`src/rtl/cpu_pkg.sv`:
```
// Types and constants shared by the instruction fetch front end.
package cpu_pkg;

  typedef logic [7:0] byte_t;

  typedef enum logic [2:0] {
    FETCH_OP,
    FETCH_A,
    FETCH_B,
    LOAD,
    WAIT_EXEC,
    HALTED
  } fetch_state_t;

  localparam int OPCODE_LEN_MSB = 7;
  localparam int OPCODE_LEN_LSB = 6;

  // Number of operand bytes that follow an opcode; both upper encodings mean two.
  function automatic logic [1:0] operand_count(input byte_t op);
    logic [1:0] len;
    len = op[OPCODE_LEN_MSB:OPCODE_LEN_LSB];
    case (len)
      2'b00:   operand_count = 2'd0;
      2'b01:   operand_count = 2'd1;
      default: operand_count = 2'd2;
    endcase
  endfunction

endpackage

```
`src/rtl/program_counter.sv`:
```
// Program counter register: branch load has priority over sequential increment.
module program_counter #(
  parameter int                    ADDR_WIDTH = 8,
  parameter logic [ADDR_WIDTH-1:0] RESET_PC   = '0
) (
  input  logic                  clk,
  input  logic                  rst_n,
  input  logic                  inc,
  input  logic                  load,
  input  logic [ADDR_WIDTH-1:0] load_val,
  output logic [ADDR_WIDTH-1:0] pc
);

  localparam logic [ADDR_WIDTH-1:0] ONE = {{(ADDR_WIDTH-1){1'b0}}, 1'b1};

  logic [ADDR_WIDTH-1:0] pc_d;
  logic [ADDR_WIDTH-1:0] pc_q;

  // Natural overflow of the adder gives the modulo wrap at the top of memory.
  always_comb begin
    pc_d = pc_q;
    if (load) begin
      pc_d = load_val;
    end else if (inc) begin
      pc_d = pc_q + ONE;
    end
  end

  always_ff @(posedge clk or negedge rst_n) begin
    if (!rst_n) begin
      pc_q <= RESET_PC;
    end else begin
      pc_q <= pc_d;
    end
  end

  assign pc = pc_q;

endmodule

```
`src/rtl/fetch_sequencer.sv`:
```
// Fetch FSM: reads opcode and operand bytes, strobes the IR, waits for execute.
module fetch_sequencer
  import cpu_pkg::*;
#(
  parameter int                    ADDR_WIDTH = 8,
  parameter logic [ADDR_WIDTH-1:0] RESET_PC   = '0
) (
  input  logic                  clk,
  input  logic                  rst_n,
  output logic [ADDR_WIDTH-1:0] mem_addr,
  output logic                  mem_rd,
  input  byte_t                 mem_data,
  input  logic                  mem_valid,
  output byte_t                 opcode,
  output byte_t                 operando1,
  output byte_t                 operando2,
  output logic                  IR_load,
  input  logic                  exec_done,
  input  logic                  pc_load,
  input  logic [ADDR_WIDTH-1:0] pc_in,
  input  logic                  halt,
  output logic [ADDR_WIDTH-1:0] pc,
  output logic                  halted
);

  fetch_state_t state_d, state_q;
  logic         mem_rd_d, mem_rd_q;
  logic         ir_load_d, ir_load_q;
  logic         halted_d, halted_q;
  byte_t        opcode_d, opcode_q;
  byte_t        op1_d, op1_q;
  byte_t        op2_d, op2_q;
  logic         pc_inc;
  logic         pc_ld;
  logic         rd_done;
  logic [ADDR_WIDTH-1:0] pc_cur;

  program_counter #(
    .ADDR_WIDTH (ADDR_WIDTH),
    .RESET_PC   (RESET_PC)
  ) u_pc (
    .clk      (clk),
    .rst_n    (rst_n),
    .inc      (pc_inc),
    .load     (pc_ld),
    .load_val (pc_in),
    .pc       (pc_cur)
  );

  // A byte only counts when a read is actually outstanding.
  assign rd_done = mem_rd_q & mem_valid;

  always_comb begin
    state_d   = state_q;
    mem_rd_d  = mem_rd_q;
    ir_load_d = 1'b0;
    halted_d  = halted_q;
    opcode_d  = opcode_q;
    op1_d     = op1_q;
    op2_d     = op2_q;
    pc_inc    = 1'b0;
    pc_ld     = 1'b0;

    case (state_q)
      FETCH_OP: begin
        // mem_rd_q low marks the entry cycle, the only point halt is honoured.
        if (!mem_rd_q) begin
          if (halt) begin
            state_d  = HALTED;
            halted_d = 1'b1;
          end else begin
            mem_rd_d = 1'b1;
          end
        end else if (rd_done) begin
          opcode_d = mem_data;
          op1_d    = '0;
          op2_d    = '0;
          pc_inc   = 1'b1;
          if (operand_count(mem_data) != 2'd0) begin
            state_d = FETCH_A;
          end else begin
            state_d   = LOAD;
            mem_rd_d  = 1'b0;
            ir_load_d = 1'b1;
          end
        end
      end

      FETCH_A: begin
        if (rd_done) begin
          op1_d  = mem_data;
          pc_inc = 1'b1;
          if (operand_count(opcode_q) == 2'd2) begin
            state_d = FETCH_B;
          end else begin
            state_d   = LOAD;
            mem_rd_d  = 1'b0;
            ir_load_d = 1'b1;
          end
        end
      end

      FETCH_B: begin
        if (rd_done) begin
          op2_d     = mem_data;
          pc_inc    = 1'b1;
          state_d   = LOAD;
          mem_rd_d  = 1'b0;
          ir_load_d = 1'b1;
        end
      end

      LOAD: begin
        state_d = WAIT_EXEC;
      end

      WAIT_EXEC: begin
        if (exec_done) begin
          pc_ld   = pc_load;
          state_d = FETCH_OP;
        end
      end

      HALTED: begin
        state_d = HALTED;
      end

      default: begin
        state_d  = FETCH_OP;
        mem_rd_d = 1'b0;
        halted_d = 1'b0;
      end
    endcase
  end

  always_ff @(posedge clk or negedge rst_n) begin
    if (!rst_n) begin
      state_q   <= FETCH_OP;
      mem_rd_q  <= 1'b0;
      ir_load_q <= 1'b0;
      halted_q  <= 1'b0;
      opcode_q  <= '0;
      op1_q     <= '0;
      op2_q     <= '0;
    end else begin
      state_q   <= state_d;
      mem_rd_q  <= mem_rd_d;
      ir_load_q <= ir_load_d;
      halted_q  <= halted_d;
      opcode_q  <= opcode_d;
      op1_q     <= op1_d;
      op2_q     <= op2_d;
    end
  end

  assign mem_addr  = pc_cur;
  assign pc        = pc_cur;
  assign mem_rd    = mem_rd_q;
  assign IR_load   = ir_load_q;
  assign halted    = halted_q;
  assign opcode    = opcode_q;
  assign operando1 = op1_q;
  assign operando2 = op2_q;

endmodule

```
`config.mk`:
```
export PLATFORM = sky130hd
export DESIGN_NAME = fetch_sequencer
export DESIGN_NICKNAME = d
export VERILOG_FILES = /design/src/rtl/cpu_pkg.sv /design/src/rtl/program_counter.sv /design/src/rtl/fetch_sequencer.sv
export SDC_FILE = /design/constraint.sdc
export NUM_CORES = 1
export LEC_CHECK = 0
export BUFFER_PORTS_ARGS = -buffer_cell sky130_fd_sc_hd__buf_2
export CORE_MARGIN = 3
export CORE_UTILIZATION = 55
export CTS_BUF_LIST = sky130_fd_sc_hd__clkbuf_4 sky130_fd_sc_hd__clkbuf_8
export DETAILED_ROUTE_END_ITERATION = 7
export PLACE_DENSITY = 0.93
export SLEW_MARGIN = 20
export SYNTH_ARGS = -nofsm -noshare
export SYNTH_HDL_FRONTEND = slang
export SYNTH_SLANG_ARGS = --single-unit
```
`constraint.sdc`:
```
create_clock -name clk -period 2.2 [get_ports clk]
set_input_delay 0.44 -clock clk [delete_from_list [all_inputs] [get_ports clk]]
set_output_delay 0.44 -clock clk [all_outputs]
set_load 0.01 [all_outputs]
```
* After elaboration in Yosys (flattened, before gate mapping)
Cells that the tools add are included.
** Storage, ports and cells
- Bits in registers :: 38
- Bits of input ports :: 22
- Logic and storage cells :: 91
- Output and inout port bits :: 43
** Operators by class
- Reduce and logical (&&, ||, !) cells :: 16
- Equal/unequal tests :: 18
- Bitwise logic cells :: 3
- Add/sub/neg operators :: 1
- Multiplexer cells :: 45
** Operators by type and width (number)
- 8-bit two-way mux :: 5
- 8-bit one-hot mux with 2 select lines :: 2
- 1-bit two-way mux :: 19
- 3-bit two-way mux :: 6
- 3-bit one-hot mux with 6 select lines :: 1
- 2-bit != test (second input constant) :: 8
- 2-bit two-way mux :: 6
- 4-bit AND reduction :: 3
- 8-bit by 1-bit adder with 8-bit output (second input constant) :: 1
- 2-bit one-hot mux with 2 select lines :: 2
- 2-bit nonzero test :: 4
- 3-bit by 2-bit equality test with 1-bit output (second input constant) :: 2
- 3-bit equality test (second input constant) :: 2
- 3-bit != test (second input constant) :: 2
- 3-bit AND reduction :: 2
- 5-bit AND reduction :: 1
- 5-bit OR reduction :: 1
- 2-bit by 1-bit equality test with 1-bit output (second input constant) :: 2
- 2-bit zero test :: 2
- 1-bit one-hot mux with 2 select lines :: 2
- 1-bit one-hot mux with 4 select lines :: 1
- 3-bit by 1-bit equality test with 1-bit output (second input constant) :: 1
- 3-bit zero test :: 1
- 1-bit one-hot mux with 3 select lines :: 1
- other kinds (5) :: 6

* Depth between registers and ports, before layout
Gate-level depths: netlist of run 1.
- Word-level depth :: 10
- Gate-level depth with buffers :: 6
- Gate-level depth less buffers :: 4

* Hierarchy
From an unflattened synthesis of run 1, not the netlist that was laid out.
** Second synthesis, totals
- Cells, all modules :: 184
- Area total of the unflattened synthesis :: 1885.6 um2
** Modules (own cells, without submodules)
- fetch_sequencer :: sequential area each 750.7 um2, cells an instance 135, instances 1, area each 1435.1 um2
- program_counter :: sequential area each 200.2 um2, cells an instance 49, instances 1, area each 450.4 um2

* Least setup slack after synthesis of run 1
Ideal clock, no wire load.
- Kind :: flip-flop to flip-flop
- From :: register mem_rd_q, in the netlist mem_rd
- To :: register opcode_q[0], in the netlist opcode[0]
- Library setup time :: 125 ps
- Cell stages (with the launch flop) :: 5
- Data required time :: 2075 ps
- Arrival time :: 1177 ps
- Path buffers :: 1
- Clock period less this slack :: 1302 ps
- Setup slack :: 898 ps
- Path through :: dfrtp_1 -> and3b_1 -> buf_6 -> nand2_4 -> mux2_2
** Between the ends
- Word-level cells in the longest chain between the ends :: 2
** RTL lines
- start, declared :: RTL line fetch_sequencer.sv:27 : logic mem_rd_d, mem_rd_q;
- start signal, assigned :: RTL line fetch_sequencer.sv:147 : mem_rd_q <= mem_rd_d;
- 1-bit bitwise AND :: RTL line fetch_sequencer.sv:51 : assign rd_done = mem_rd_q & mem_valid;
- 3-bit AND reduction (no line) *
- end signal, assigned :: RTL line fetch_sequencer.sv:150 : opcode_q <= opcode_d;
- end, declared :: RTL line fetch_sequencer.sv:30 : byte_t opcode_d, opcode_q;
Every way passes the cells marked *; elsewhere a longest branch is shown, timed or not.
A chain may end at the register's enable or synchronous reset.

* Final worst setup path of run 1
- From :: register state_q[2]
- To :: register op1_q[4], in the netlist operando1[4]
** Between the ends
- Word-level cells in the longest chain between the ends :: 3
- Elaborated cells on any way between the ends :: 8
- Those cells by class :: 4 x eq/ne; 1 x mux; 3 x reduce/logical
** RTL lines
- start, declared :: RTL line fetch_sequencer.sv:26 : fetch_state_t state_d, state_q;
- start signal, assigned :: RTL line fetch_sequencer.sv:146 : state_q <= state_d;
- 3-bit by 1-bit equality test with 1-bit output or 3-bit zero test (tied branches) :: RTL line fetch_sequencer.sv:64 : case (state_q)
- 2-bit != test (no line) or 2-bit nonzero test (tied branches)
- 4-bit AND reduction (no line)
- end signal, assigned :: RTL line fetch_sequencer.sv:151 : op1_q <= op1_d;
- end, declared :: RTL line fetch_sequencer.sv:31 : byte_t op1_d, op1_q;
Several ways; a longest one is shown, not always the timed one.

==> results of run 1 <==
==> cells by family after synthesis <==
family,after synthesis
buffers and inverters,20
multiplexers,9
XOR/XNOR,7
adder cells (fa/ha/maj),1
AND/OR/NAND/NOR,69
flip-flops,38
AO/OA/AOI/OAI,39
==> synth_stat cells <==
master    instances  area share, %
o22ai_1           3            1.0
nand2_4           1           0.62
o311a_1           1           0.55
nor2_4            1           0.62
nand3_1           3           0.83
nor2_1           13            2.7
and2_1            1           0.34
nor3_1            1           0.28
a21oi_1          12            3.3
buf_4            12            5.0
a211oi_1          1           0.41
mux2i_1           1           0.55
o21a_1            1           0.41
nand2b_1          1           0.34
and3b_1           1           0.48
a31o_2            1           0.48
dfrtp_1          38             52
xor2_1            7            3.4
or4b_1            1           0.55
nand2_1          37            7.6
inv_1             3           0.62
o311ai_0          1           0.48
ha_1              1           0.69
o21ai_0          14            3.9
buf_6             2            1.2
nand2b_2          2           0.96
nand4_2           1           0.69
nand4_1           4            1.4
buf_2             3           0.83
and4_1            2           0.96
a21oi_2           1           0.48
o21ai_1           4            1.1
mux2_2            8            5.0
==> per-stage QoR <==
step                area [um2]  utilization [%]  std cells  hold slack, ns
detailed placement        2080             67.1        276           0.468
finish                    2140             69.1        284           0.196
global route              2140             69.1        284           0.245
floorplan                 1820                -        183           0.144
CTS                       2140             69.1        284           0.207
global placement          2080             67.1        276           0.460
==> layout make-up <==
| cell class | instances | area share, % |
|---|---|---|
| Sequential cell | 38 | 44.3 |
| Multi-Input combinational cell | 125 | 34.0 |
| Timing Repair Buffer | 66 | 15.6 |
| Clock buffer | 7 | 2.74 |
| Tap cell | 44 | 2.57 |
| Inverter | 3 | 0.525 |
| Clock inverter | 1 | 0.233 |
==> report_power, final <==
part	internal [uW]	total, uW	switching (uW)
Combinational	595	1350	753
Clock	167	371	204
Sequential	1010	1300	283
Total	1780	3020	1240
==> critical path, delay by kind of cell (launching register included) <==
kind | cells | cell delay, ns
AND/OR/NAND/NOR | 3 | 0.91
flip-flops | 1 | 0.53
AO/OA/AOI/OAI | 1 | 0.09
==> final timing paths <==
path,cells after the start,startpoint,slack (ns),end
min in group clk,3,mem_data[2],0.36,operando1[2]
hold / removal,1,rst_n,0.20,state_q[1]
max in group asynchronous,1,rst_n,1.50,operando2[6]
setup reg to reg,4,state_q[2],0.54,operando1[4]
hold reg to reg,2,operando1[1],0.49,operando1[1]
setup / recovery,4,state_q[2],0.54,operando1[4]
==> routing by layer <==
| metal | routed length [um] | part of all wire (%) |
|---|---|---|
| met1 | 1670 | 43 |
| met2 | 1990 | 51 |
| met3 | 174 | 4.5 |
| met4 | 48 | 1.2 |
| met5 | 0 | 0 |
==> registers in the layout, summed over array words and instances, names as in the netlist <==
signal	count
opcode	8
operando1	8
operando2	8
u_pc.pc	8
state_q	3
IR_load	1
halted	1
mem_rd	1
==> layout by cell type (no fill, tap or decap), types with 4 or more instances in the layout <==
master    instances
a21oi_1          12
buf_2            64
clkbuf_4          6
dfrtp_1          38
mux2_2            8
nand2_1          37
nand4_1           4
nor2_1           13
o21ai_0          14
o21ai_1           4
xor2_1            7
==> reports/summary.txt, run 1 <==
status: finished clean
Slew Limit Fails: 0
post-synthesis sequential area ratio: 52.3%
number of clock sinks: 38
chip height: 63.5 um
first drt pass iteration count: 4
worst rel slew slack: 46.6%
Ports: 65
met3 Track Usage GR: 4.63%
Ys Warns: 0
crit path max fanout: 16
post-CTS sizing: 0
met2 Use GR: 33.5%
hpwl dp: 2.97 mm
final setup margin: 0.545 ns
Critical Path Sink Type: register
Num CTS Buffers: 5
largest family of logic cells by synthesized area: simple AND/OR/NAND/NOR gates
Worst Tran Pin Value: 0.801 ns
worst slack, placed: 0.547 ns
Rows: 20
Post-Synth XOR/XNOR Area: 3.37%
WL per Instance: 13.7 um
GRT busiest layer: met2
Post-Syn Area: 1820 um2
Antenna Violating Nets Remaining: 0
post-synthesis compound-gate area fraction: 12.1%
peak supply drop: 721 uV
clk buf depth: 2
PwrDens: 1410 nW/um2
vias per cell: 5.22
core area: 3100 um2
port bufs: 64
chip width: 63.5 um
register area: 951 um2
largest net degree at the start of global routing: 39
Max Clock Freq: 604 MHz
vias in the first global route: 1,376
RePlAce Congestion: 0.861
crit path kind: register to register
simple-gate share of the synthesized area: 18.4%
Skew-Pair Late Insertion Delay: 0.32 ns
Mapped Avg Cell Area: 9.93 um2
Tot Pwr: 3020 uW
htree depth: 2
syn_nets: 206
CP arrival: 1.86 ns
# setup viols final: 0
Largest stage delay, worst path: 0.53 ns
GR Layer Usage met1: 24.5%
P&R area growth vs syn: 18.0%
clock-pin slew on the worst setup and hold paths: 0.10 ns
routed wire length: 3.89 mm
initial antenna violation count: 0
Cells after Synth: 183
CP Cell Sequence: and3b_1, nand2b_2, nand2_1, o21ai_0
Unique masters post-synth: 33
period utilization: 75.2%
Synth Area in Adders: 0.688%
minimum clock period after layout: 1.66 ns
RSZ-0062 raised after global routing: no
drt first-iter violations: 31
Initial Util: 58.6%
CTS tree: built
mux cell area share after synthesis: 5.51%
maxcap violations: 0
clock skew: 0.00653 ns
GR Overflow Total: 0
first-pass GRT wire length: 6.29 mm
Pleak: 0.00108 uW
Fillers: 268
worst hold path type: primary input to asynchronous set/reset pin
Residual DRC: 0
Post-CTS Setup Inserts: 0
Required @ worst endpoint: 2.40 ns
via count: 1,483
area of the multi-input gates: 728 um2
CP Launch Type: register
cts hold-fix bufs: 0
CP max-delay cell: dfrtp_1
number of synthesized register bits: 38
setup TNS: 0 ns
antenna cells: 0
Fin. Hold Viols: 0
Die ar.: 4030 um2
Total Routing Usage GR: 19.9%
Nets: 262
root buf cell: clkbuf_4
share of layout cells above drive strength 1: 37.1%
Note: power is estimated with default switching activity, not from simulation.
==> inputs of run 2 (changes only) <==
- ABC_AREA: default -> 1
- CORE_UTILIZATION: 55 -> 53
- PLACE_DENSITY: 0.93 -> 0.89
- clock period: 2.2 -> 1.7 ns (I/O delays scaled with it)
==> run 2 against run 1 <==
  * Worst hold slack better by 0.079 ns
  * Critical path depth up 2
  * Via count rose by 23%
  * Routed wire length increased by 13%
  * Fmax up 16%
==> reports/summary.txt, run 2 <==
status: finished clean
Antenna Violating Nets Remaining: 0 (unchanged)
CP bufs+invs: 1 (+1)
Cells after Synth: 252 (+38%)
Clk pwr share: 14.9% (+2.6 points)
Die ar.: 4640 um2 (+15%)
drt first-iter violations: 149 (+380%)
sequential fraction of design power: 38.9% (-4.1 points)
Largest stage delay, worst path: 0.52 ns (about the same)
routed wire length: 4.41 mm (+13%)
Met2 Wirelength: 2.16 mm (+8.4%)
FFs w/ async S/R, synth: 100% (unchanged)
Post-Syn Area: 2040 um2 (+12%)
P&R area growth vs syn: 21.3%
RePlAce Congestion: 0.912 (+5.9%)
largest net degree at the start of global routing: 22 (-44%)
WL per Instance: 12.1 um (-12%)
via count: 1,830 (+23%)
hpwl dp: 3.43 mm (+16%)
most numerous cell in the Yosys netlist: nand2_1
clock skew: 0.00325 ns (-0.00329 ns)
top sig layer: met4
Initial Util: 58.1% (-0.52 points)
initial antenna violation count: 0 (unchanged)
Worst Tran Pin Value: 0.446 ns (-0.355 ns)
GR Overflow Total: 0 (unchanged)
post-synthesis compound-gate area fraction: 10.4% (-1.7 points)
first-pass GRT wire length: 7.47 mm (+19%)
CTS tree: built
maxcap violations: 0 (unchanged)
switching share of power: 43.2% (+2.1 points)
# setup viols final: 0 (unchanged)
number of synthesized register bits: 38 (unchanged)
post-synthesis sequential area ratio: 46.5% (-5.8 points)
htree depth: 2 (unchanged)
vias per cell: 5.03 (-3.7%)
CP Launch Type: register
met3 wire length: 311 um (+79%)
minimum clock period after layout: 1.43 ns (-0.228 ns)
clock-pin slew on the worst setup and hold paths: 0.07 ns (-0.03 ns)
Total Routing Usage GR: 21.7% (+1.8 points)
clk buf depth: 2 (unchanged)
Slew Limit Fails: 0 (unchanged)
core area: 3520 um2 (+13%)
Pleak: 0.00143 uW (+33%)
Tot Pwr: 4290 uW (+42%)
number of clock sinks: 38 (unchanged)
Num CTS Buffers: 5 (unchanged)
RSZ-0062 raised after global routing: no
Area contributors post-synth: dfrtp_1 (47%), nand2_1 (12%), inv_1 (8.4%)
Internal Power: 2440 uW (+37%)
crit path max fanout: 9 (-7)
antenna cells: 0 (unchanged)
Critical Path Sink Type: register
placed cell count: 355 (+29%)
Skew-Pair Late Insertion Delay: 0.29 ns (-0.03 ns)
mux cell area share after synthesis: 0% (-5.5 points)
port bufs: 64 (unchanged)
Ports: 65 (unchanged)
peak supply drop: 999 uV (+39%)
first drt pass iteration count: 4 (unchanged)
Residual DRC: 0 (unchanged)
Max Clock Freq: 700 MHz (+16%)
Unique masters post-synth: 24 (-27%)
share of layout cells above drive strength 1: 33.0% (-4.1 points)
chip width: 68.1 um (+7.3%)
Post-Synth XOR/XNOR Area: 0% (-3.4 points)
combinational share of power: 46.2% (+1.5 points)
largest family of logic cells by synthesized area: simple AND/OR/NAND/NOR gates
PwrDens: 1730 nW/um2 (+23%)
Synth Area in Adders: 0.612% (-0.076 points)
vias in the first global route: 1,722 (+25%)
period utilization: 84.0% (+8.7 points)
Post-synth EDFFs: 0 (unchanged)
crit path kind: register to register
final setup margin: 0.272 ns (-0.272 ns)
Post-Layout Cell Count: 364 (+28%)
most common cell after layout, fill and taps aside: nand2_1
Mapped Avg Cell Area: 8.11 um2 (-18%)
WL met1: 1.85 mm (+11%)
syn_nets: 275 (+33%)
chip height: 68.1 um (+7.3%)
Rows: 21 (+5.0%)
worst slack, placed: 0.284 ns (-0.263 ns)
worst hold path type: primary input to register
CP max-delay cell: dfrtp_1
setup TNS: 0 ns (unchanged)
Nets: 340 (+30%)
Fin. Hold Viols: 0 (unchanged)
Synth top area share: 46.5% (-5.8 points)
Post-synth top flop: dfrtp_1
Post-CTS Setup Inserts: 0 (unchanged)
root buf cell: clkbuf_8
worst rel slew slack: 70.3% (+24 points)
commonest non-fill, non-tap cells in the layout: nand2_1 (68), buf_2 (64), inv_1 (46)
Ys Warns: 0 (unchanged)
simple-gate share of the synthesized area: 28.7% (+10 points)
NetSw: 1850 uW (+50%)
cell taking the most area after synthesis: dfrtp_1
Worst path top cell family by delay: simple AND/OR/NAND/NOR gates
Required @ worst endpoint: 1.87 ns (-0.53 ns)
CP Cell Sequence: nor2_4, nand3_4, nand2_4, inv_2, nand2_1, nand3_1
Post-synth top cells: nand2_1 (68), inv_1 (46), dfrtp_1 (38), nand3_1 (20), o22ai_1 (16)
CP arrival: 1.60 ns (-0.26 ns)
-- run 2: kinds of logic after synthesis --
logic type / count (synthesis)
flip-flops: 38
AND/OR/NAND/NOR: 119
adder cells (fa/ha/maj): 1
AO/OA/AOI/OAI: 32
buffers and inverters: 62
-- run 2: metrics by stage --
step                area (um2)  hold WS (ns)  util (%)
detailed placement        2370         0.309      67.4
global route              2480         0.273      70.4
finish                    2480         0.275      70.4
floorplan                 2040        0.0444         -
global placement          2370         0.306      67.4
CTS                       2480         0.275      70.4
-- run 2: power groups by stage --
| stage | Sequential [uW] | Clock (uW) | Combinational (uW) |
|---|---|---|---|
| after floorplan | 1770 | 0 | 1300 |
| after global placement | 1660 | 0 | 1930 |
| after detailed placement | 1690 | 0 | 1990 |
| after CTS | 1670 | 655 | 2000 |
| after global routing | 1730 | 692 | 2250 |
| final | 1670 | 638 | 1980 |
-- run 2: area by class of cell --
type                       instances  area (um2)
clock buffer                       6        82.6
timing repair buffer              69         373
inverter                          51         191
sequential                        38         951
multi-input combinational        152         812
tap                               46        57.6
fill                             311        1040
clock inverter                     2        12.5
-- run 2: path summary, 6_finish.rpt --
check	startpoint	endpoint	slack, ns	cells after the start
setup / recovery	state_q[0]	u_pc.pc[2]	0.27	6
hold / removal	pc_in[2]	u_pc.pc[2]	0.28	3
setup reg to reg	state_q[0]	u_pc.pc[2]	0.27	6
hold reg to reg	opcode[5]	opcode[5]	0.49	2
max in group asynchronous	rst_n	operando1[3]	0.71	3
min in group asynchronous	rst_n	opcode[5]	0.54	2
-- run 2: worst register-to-register path, stage by stage, from the launching register on --
cell	delay, ns
dfrtp_1	0.52
nor2_4	0.27
nand3_4	0.17
nand2_4	0.14
inv_2	0.09
nand2_1	0.06
nand3_1	0.06
-- run 2: repair_timing --
action	4_1_cts	5_1_grt
hold buffers	1	0
endpoints found under the hold margin	17	0
resized for setup	0	0
-- run 2: per-layer routing --
metal  global-route usage, %  vias to the layer above
met5                       0                        -
met4                    7.44                        0
met3                    5.25                       11
met2                    38.5                       63
met1                    25.5                      836
li1                        -                      920
==> inputs of run 3 (changes only) <==
- CORE_UTILIZATION: 53 -> 47
- PLACE_DENSITY: 0.89 -> 0.84
- clock period: 1.7 -> 1.2 ns (I/O delays scaled with it)
==> run 3 against run 2 <==
  * The flow now finishes with violations (negative setup slack)
  * Clock skew up 0.0029 ns
  * Total power up 71%
  * Final area up 19%
  * Register-to-register slack worse by 0.36 ns
  * Critical path depth up 1
  * Critical path type unchanged
  * Largest power group unchanged
==> reports/summary.txt, run 3 (synthesis results as in run 2) <==
status: complete, but fails checks
failing checks: negative setup slack
Nets: 362 (+6.5%)
Tot Pwr: 7350 uW (+71%)
P&R area growth vs syn: 44.2%
Residual DRC: 0 (unchanged)
antenna cells: 0 (unchanged)
maxcap violations: 0 (unchanged)
met3 Track Usage GR: 2.77% (-2.5 points)
root buf cell: clkbuf_8
CP arrival: 1.47 ns (-0.13 ns)
first-pass GRT wire length: 8.47 mm (+14%)
port bufs: 64 (unchanged)
hold path depth: 3 (unchanged)
worst reg2reg path endpoint: u_pc.pc[2]
most common cell after layout, fill and taps aside: buf_2
commonest non-fill, non-tap cells in the layout: buf_2 (59), nand2_1 (58), inv_1 (46)
Hold Path Sink: u_pc.pc[2]
drt first-iter violations: 142 (-4.7%)
Die ar.: 5180 um2 (+12%)
worst slack, placed: -0.0620 ns (-0.346 ns)
clock-pin slew on the worst setup and hold paths: 0.08 ns (about the same)
chip height: 72.0 um (+5.6%)
CP Launch Type: register
chip width: 72.0 um (+5.6%)
Worst Tran Pin Value: 0.383 ns (-0.0633 ns)
Final Util: 72.1% (+1.7 points)
share of layout cells above drive strength 1: 48.2% (+15 points)
vias per cell: 4.99 (-0.80%)
initial antenna violation count: 0 (unchanged)
Reg2Reg Setup Slack: -0.09 ns (-0.36 ns)
worst hold path type: primary input to register
GR Layer Usage met1: 27.3% (+1.9 points)
via count: 1,945 (+6.3%)
GR Overflow Total: 0 (unchanged)
NetSw: 3170 uW (+71%)
minimum clock period after layout: 1.29 ns (-0.137 ns)
routed wire length: 5.36 mm (+21%)
met2 Use GR: 33.8% (-4.7 points)
Num CTS Buffers: 5 (unchanged)
RSZ-0062 raised after global routing: yes
Slew Limit Fails: 0 (unchanged)
Max Clock Freq: 774 MHz (+11%)
clk buf depth: 2 (unchanged)
Internal Power: 4180 uW (+71%)
GRT busiest layer: met2
crit path max fanout: 7 (-2)
Fillers: 294 (-5.5%)
Initial Util: 50.0% (-8.0 points)
Pleak: 0.00158 uW (+10%)
htree depth: 2 (unchanged)
first drt pass iteration count: 4 (unchanged)
vias in the first global route: 1,894 (+10%)
Ports: 65 (unchanged)
WL per Instance: 13.7 um (+13%)
number of clock sinks: 38 (unchanged)
period utilization: 108% (+24 points)
hold path start: pc_in[2]
Worst Reg-to-Reg Cells: 7 (+1)
# setup viols final: 36 (+36)
peak supply drop: 1470 uV (+47%)
Fin. Hold Viols: 0 (unchanged)
Rows: 23 (+9.5%)
Required @ worst endpoint: 1.38 ns (-0.49 ns)
Antenna Violating Nets Remaining: 0 (unchanged)
combinational share of power: 55.0% (+8.8 points)
crit path kind: register to register
largest net degree at the start of global routing: 19 (-14%)
worst rel slew slack: 74.5% (+4.2 points)
switching share of power: 43.1% (-0.074 points)
clock skew: 0.00612 ns (+0.00287 ns)
hpwl dp: 3.53 mm (+2.6%)
Total Routing Usage GR: 20.4% (-1.3 points)
Clk pwr share: 12.7% (-2.2 points)
Skew-Pair Late Insertion Delay: 0.30 ns (about the same)
RePlAce Congestion: 0.848 (-7.0%)
Reg2Reg Launch Point: mem_rd
Critical Path Sink Type: register
CTS tree: built
final setup margin: -0.0913 ns (-0.363 ns)
PwrDens: 2490 nW/um2 (+44%)
core area: 4090 um2 (+16%)
sequential fraction of design power: 32.3% (-6.6 points)
## run 3: cell types whose count changed in the layout (fill, tap and decap cells not counted), sizes merged
cell / previous run / this run
buf: 68 / 88
nand2: 77 / 79
## run 3: layout make-up
cell class	instances	area (um2)	area share [%]
Tap cell	50	62.6	2.12
Timing Repair Buffer	89	593	20.1
Inverter	51	209	7.09
Clock inverter	2	12.5	0.424
Sequential cell	38	960	32.6
Multi-Input combinational cell	154	1030	34.9
Clock buffer	6	82.6	2.80
## run 3: what timing repair did
| item | in CTS | in global routing |
|---|---|---|
| resized for setup | 31 | 37 |
| setup buffers | 1 | 1 |
| setup endpoints to repair | 41 | 46 |
| pin swaps | 11 | 10 |
| hold endpoints to repair | 13 | 0 |
| hold buffers | 1 | 0 |
| cloned | 1 | 1 |
## run 3: stage by stage
stage                     setup TNS [ns]  hold slack (ns)  instances  cell area [um2]
after global placement            -0.505            0.180        377             2530
final                              -1.95            0.189        390             2950
after CTS                         -0.682            0.191        388             2770
after global routing               -4.52            0.215        390             2950
after detailed placement          -0.967            0.182        377             2530
after floorplan                  -0.0933          -0.0556        252             2050
## run 3: worst max path at each step
stage	endpoint	slack (ns)	startpoint
floorplan	opcode[5]	-0.04	state_q[0]
global placement	u_pc.pc[2]	-0.04	state_q[1]
detailed placement	u_pc.pc[2]	-0.06	state_q[1]
CTS	u_pc.pc[5]	-0.05	state_q[0]
global route	u_pc.pc[5]	-0.18	mem_rd
finish	u_pc.pc[2]	-0.09	mem_rd
## run 3: power by group through the flow
stage / clock network (uW) / logic [uW] / registers, uW
global placement: 0 / 3180 / 2280
CTS: 946 / 3620 / 2300
detailed placement: 0 / 3270 / 2290
floorplan: 0 / 1840 / 2520
global route: 1010 / 4440 / 2450
finish: 934 / 4040 / 2380
## run 3: per-layer routing
metal	vias to the layer above	wire (um)
met1	916	2210
met5	-	0
li1	966	-
met3	7	255
met4	0	68
met2	56	2820
## run 3: critical path, stage by stage, from the launching register on
cell and delay, ns:
dfrtp_2 0.39, nand2_2 0.11, inv_4 0.18, nand3_2 0.15, nand2_4 0.16, inv_6 0.06, nand2_4 0.06, nand3_2 0.05
